<file path="src/rtl/fosfor_present_core.sv">
// Iterative PRESENT encryption core: one round per clock, 80- or 128-bit key
// schedule, configurable round count and a one-cycle completion pulse.
module fosfor_present_core #(
  parameter int KEY_W  = 80,
  parameter int ROUNDS = 31
) (
  input  logic             Clk_k,
  input  logic             Reset_r,
  input  logic             Start,
  input  logic [KEY_W-1:0] Key_b,
  input  logic [63:0]      PlainText_b,
  output logic [63:0]      CipherText_b,
  output logic             Ready,
  output logic             Done
);

  if (KEY_W != 80 && KEY_W != 128) begin : g_bad_key_w
    $error("fosfor_present_core: KEY_W must be 80 or 128");
  end
  if (ROUNDS < 1 || ROUNDS > 31) begin : g_bad_rounds
    $error("fosfor_present_core: ROUNDS must be in 1..31");
  end

  localparam logic [4:0] LAST_ROUND = 5'(ROUNDS);

  typedef enum logic [1:0] {
    IDLE,
    ROUND,
    FINAL
  } fsm_t;

  fsm_t             fsm_q, fsm_d;
  logic [63:0]      state_q, state_d;
  logic [KEY_W-1:0] key_q, key_d;
  logic [4:0]       cnt_q, cnt_d;
  logic [63:0]      ct_d;
  logic             ready_d, done_d;

  logic [63:0]      round_key;
  logic [63:0]      sbox_out;
  logic [63:0]      perm_out;
  logic [KEY_W-1:0] key_rot;
  logic [KEY_W-1:0] key_upd;

  function automatic logic [3:0] sbox(input logic [3:0] x);
    logic [3:0] y;
    case (x)
      4'h0: y = 4'hC;
      4'h1: y = 4'h5;
      4'h2: y = 4'h6;
      4'h3: y = 4'hB;
      4'h4: y = 4'h9;
      4'h5: y = 4'h0;
      4'h6: y = 4'hA;
      4'h7: y = 4'hD;
      4'h8: y = 4'h3;
      4'h9: y = 4'hE;
      4'hA: y = 4'hF;
      4'hB: y = 4'h8;
      4'hC: y = 4'h4;
      4'hD: y = 4'h7;
      4'hE: y = 4'h1;
      default: y = 4'h2;
    endcase
    return y;
  endfunction

  assign round_key = key_q[KEY_W-1 -: 64];

  always_comb begin
    sbox_out = '0;
    for (int unsigned i = 0; i < 16; i++) begin
      sbox_out[4*i +: 4] = sbox(state_q[4*i +: 4] ^ round_key[4*i +: 4]);
    end
  end

  always_comb begin
    perm_out = '0;
    for (int unsigned j = 0; j < 63; j++) begin
      perm_out[(16*j) % 63] = sbox_out[j];
    end
    perm_out[63] = sbox_out[63];
  end

  // Rotate left by 61 == move the low KEY_W-61 bits to the top.
  assign key_rot = {key_q[KEY_W-62:0], key_q[KEY_W-1:KEY_W-61]};

  if (KEY_W == 128) begin : g_key128
    always_comb begin
      key_upd          = key_rot;
      key_upd[127:124] = sbox(key_rot[127:124]);
      key_upd[123:120] = sbox(key_rot[123:120]);
      key_upd[66:62]   = key_rot[66:62] ^ cnt_q;
    end
  end else begin : g_key80
    always_comb begin
      key_upd        = key_rot;
      key_upd[79:76] = sbox(key_rot[79:76]);
      key_upd[19:15] = key_rot[19:15] ^ cnt_q;
    end
  end

  always_comb begin
    fsm_d   = fsm_q;
    state_d = state_q;
    key_d   = key_q;
    cnt_d   = cnt_q;
    ct_d    = CipherText_b;
    ready_d = Ready;
    done_d  = 1'b0;
    case (fsm_q)
      IDLE: begin
        if (Start) begin
          state_d = PlainText_b;
          key_d   = Key_b;
          cnt_d   = 5'd1;
          ready_d = 1'b0;
          fsm_d   = ROUND;
        end
      end
      ROUND: begin
        state_d = perm_out;
        key_d   = key_upd;
        if (cnt_q == LAST_ROUND) begin
          fsm_d = FINAL;
        end else begin
          cnt_d = cnt_q + 5'd1;
        end
      end
      FINAL: begin
        ct_d    = state_q ^ round_key;
        ready_d = 1'b1;
        done_d  = 1'b1;
        fsm_d   = IDLE;
      end
      default: fsm_d = IDLE;
    endcase
  end

  always_ff @(posedge Clk_k or posedge Reset_r) begin
    if (Reset_r) begin
      fsm_q        <= IDLE;
      state_q      <= '0;
      key_q        <= '0;
      cnt_q        <= '0;
      CipherText_b <= '0;
      Ready        <= 1'b1;
      Done         <= 1'b0;
    end else begin
      fsm_q        <= fsm_d;
      state_q      <= state_d;
      key_q        <= key_d;
      cnt_q        <= cnt_d;
      CipherText_b <= ct_d;
      Ready        <= ready_d;
      Done         <= done_d;
    end
  end

endmodule

</file>
<file path="config.mk">
export PLATFORM = sky130hd
export DESIGN_NAME = fosfor_present_core
export DESIGN_NICKNAME = d
export VERILOG_FILES = /design/src/rtl/fosfor_present_core.sv
export SDC_FILE = /design/constraint.sdc
export NUM_CORES = 1
export LEC_CHECK = 0
export BUFFER_PORTS_ARGS = -buffer_cell sky130_fd_sc_hd__buf_2
export CAP_MARGIN = 20
export CORE_MARGIN = 2
export CORE_UTILIZATION = 57
export DETAILED_ROUTE_END_ITERATION = 12
export PLACE_DENSITY = 0.81
export SLEW_MARGIN = 5
export SYNTH_ARGS = -nofsm -noshare
export SYNTH_HDL_FRONTEND = slang
export SYNTH_SLANG_ARGS = --single-unit
</file>
<file path="constraint.sdc">
create_clock -name Clk_k -period 8.04 [get_ports Clk_k]
set_clock_uncertainty 0.2 [all_clocks]
set_input_delay 1.206 -clock Clk_k [delete_from_list [all_inputs] [get_ports Clk_k]]
set_output_delay 1.206 -clock Clk_k [all_outputs]
set_load 0.03 [all_outputs]
</file>
==> summary.md <==
| Metric | Value |
|---|---|
| Status | `complete, no violations` |
| Post_cts resized | `0` |
| Synth unique cells | `49` |
| PortBufs | `212` |
| P per Cell Area | `547.2 nW/um2` |
| Fmax | `289.6 MHz` |
| Die width | `154.0 um` |
| Worst r2r src | `fsm_q[0]` |
| Drt pass-1 iters | `6` |
| Crit Path Class | `reg2reg` |
| Placement Setup Slack | `4.230 ns` |
| Avg Cell Area, Syn | `10.44 um2` |
| Critical path's slowest cell | `dfrtp_1` |
| CTS Buf Count | `24` |
| Post-DRT Antenna Nets | `0` |
| Hold path depth | `2` |
| Hold_sp | `CipherText_b[29]` |
| CP Max Fanout | `234` |
| CP bufs+invs | `1` |
| Crit start category | `register` |
| H-tree depth | `1` |
| Wirelength per Cell | `21.59 um` |
| Synth warnings | `0` |
| Multi-input logic area | `6807 um2` |
| Post-layout min period | `3.453 ns` |
| Core area | `21960 um2` |
| Largest net degree at the start of global routing | `235` |
| Post-synthesis net count | `1430` |
| Worst path max stage delay | `1.05 ns` |
| Async set or reset register ratio after synthesis | `1.000` |
| Placer congestion estimate | `0.8843` |
| Drt first-iter violations | `969` |
| Proportion of layout cells with a drive suffix above 1 | `0.2257` |
| Hpwl dp | `25660 um` |
| R2R cell count | `5` |
| Endpoint, Worst Hold | `CipherText_b[29]` |
| Root buf cell | `clkbuf_16` |
| CP top delay family | `compound AO/OA/AOI/OAI gates` |
| Setup TNS | `0 ns` |
| FF-to-FF setup slack | `4.59 ns` |
| Fin util | `0.6770` |
| Initial Util | `0.5838` |
| Vias in the first global route | `9984` |
| Clock Latency Late Sink | `0.52 ns` |
| Total Routed Length | `36740 um` |
| Clk sinks | `217` |
| Setup ws final | `4.587 ns` |
| Post-synth top flop | `dfrtp_1` |
| Cell Rows | `54` |
| Cell Chain, Critical Path | `nor2b_4 > buf_12 > o21ai_0 > a211oi_1 > a221o_1` |
| Clk buf depth | `3` |
| Worst VDD drop | `0.2616 mV` |
| Seq/Total Area, Yosys | `0.4237` |
| Initial antenna violation count | `1` |
| Ant. Diodes | `0` |
| Syn Inst Count | `1228` |
| Fillers | `1617` |
| Arr. time, crit path | `3.70 ns` |
| Endpoint type of the worst setup path | `register` |
| FF-to-FF End | `state_q[61]` |
| Post-CTS setup buffer count | `0` |
| Via-per-instance ratio | `6.087` |
| Seq. cell area | `5431 um2` |
| #FFs+latches synth | `217` |
| Final Setup Violations | `0` |
| Die Y | `154.0 um` |
| Global-route wire length before repair | `55860 um` |
| Area of the die | `23700 um2` |
| Top-area cell type share of the netlist area | `0.4217` |
| Vias | `10360` |
| Post-synth EDFFs | `0` |
| Slew headroom | `0.2837` |
| IO Count | `213` |
| Clock-pin slew on the worst setup and hold paths | `0.06 ns` |
| TritonCTS clock tree | `yes` |
| GRT Resource Usage Total | `0.3041` |
| Overflow after GRT | `0` |
| Most frequent cells after synthesis | `dfrtp_1 (216), nand2_1 (204), o21ai_0 (193), mux2i_1 (144), inv_1 (70)` |
| Max Cap Viol | `0` |
| Layout area overhead | `15.97%` |
| Post-cts hold buffer count | `0` |
| Top-count cell post-synth | `dfrtp_1` |
| Worst slew pin tran | `1.075 ns` |
| Mapped Area | `12820 um2` |
| Area leader, netlist | `dfrtp_1` |
| Worst min path class | `reg2reg` |
| Worst Path Required | `8.29 ns` |
| DRC violations left | `0` |
| Hold WS | `0.2730 ns` |
| Top cells by area, synth | `dfrtp_1 (42%), mux2i_1 (11%), o21ai_0 (7.5%)` |
| Leakage | `0.007509 uW` |
| Final #Nets | `1608` |
| RSZ-0062 raised after global routing | `false` |
| Hold Fails Final Rpt | `0` |
| Max Slew Vio Count | `0` |
| Part of the cycle the worst path needs | `0.4295` |
[cells by family after synthesis]
logic type / after synthesis / synth area share
and+or+nand+nor: 267 / 0.08541
DFF: 217 / 0.4237
AOI/OAI and AO/OA: 291 / 0.1329
buffers and inverters: 140 / 0.04763
xor gates and xnor gates: 76 / 0.07916
adders and majority gates: 55 / 0.05368
muxes: 182 / 0.1775
[placed cells by master, fill, tap and decap left out, types with 11 or more instances in the layout]
cell	instances
nor2_1	16
a22oi_1	24
inv_1	69
o21ai_0	193
buf_2	212
nor3_1	12
mux2i_1	144
a21oi_1	12
nand2_1	204
xnor2_1	36
a211oi_1	11
dfrtp_1	216
ha_1	55
mux4_1	12
xnor2_2	19
mux4_2	20
and3_1	14
clkbuf_16	25
[flip-flops by register name, summed over array words and instances (netlist names)]
register      flops
key_q            80
CipherText_b     64
state_q          64
cnt_q             5
fsm_q             2
Done              1
Ready             1
[metrics by stage]
stage                     total power, uW  area (um2)  std cells
after floorplan                      5624       12820       1228
after global placement               6617       13980       1657
after detailed placement             6850       13980       1657
after CTS                            8069       14790       1699
after global routing                 8706       14870       1702
final                                8134       14870       1702
[cell type report]
| class | instances | area share |
|---|---|---|
| Sequential cell | 217 | 0.3654 |
| Timing Repair Buffer | 222 | 0.08080 |
| Multi-Input combinational cell | 871 | 0.4579 |
| Clock inverter | 5 | 0.005050 |
| Inverter | 70 | 0.01818 |
| Clock buffer | 37 | 0.04915 |
| Tap cell | 280 | 0.02357 |
[per-layer routing]
| layer | vias up | global-route usage | wire, um |
|---|---|---|---|
| met1 | 5035 | 0.4248 | 15120 |
| li1 | 4702 | - | - |
| met5 | - | 0 | 12 |
| met4 | 2 | 0.1251 | 1846 |
| met3 | 122 | 0.04876 | 2961 |
| met2 | 499 | 0.4775 | 16790 |
[how the worst max path moves through the flow]
stage | startpoint | endpoint | slack [ns] | cells past startpoint
finish | fsm_q[0] | state_q[61] | 4.59 | 5
global route | fsm_q[0] | state_q[61] | 4.48 | 5
CTS | fsm_q[0] | state_q[61] | 4.70 | 5
detailed placement | Start | key_q[51] | 4.23 | 5
global placement | Start | key_q[11] | 4.31 | 5
floorplan | Reset_r | CipherText_b[0] | 0.70 | 1
[report_power, final]
group,switching (uW),internal (uW),total [uW]
clock network,450,685,1140
logic,2620,2200,4820
registers,591,1590,2180
total,3660,4480,8130
[worst register-to-register path, cell delays in order (launching register included)]
cell	delay, ns
dfrtp_1	1.05
nor2b_4	0.33
buf_12	0.64
o21ai_0	0.23
a211oi_1	0.73
a221o_1	0.20
No activity file was read; power rests on OpenSTA's default activity.
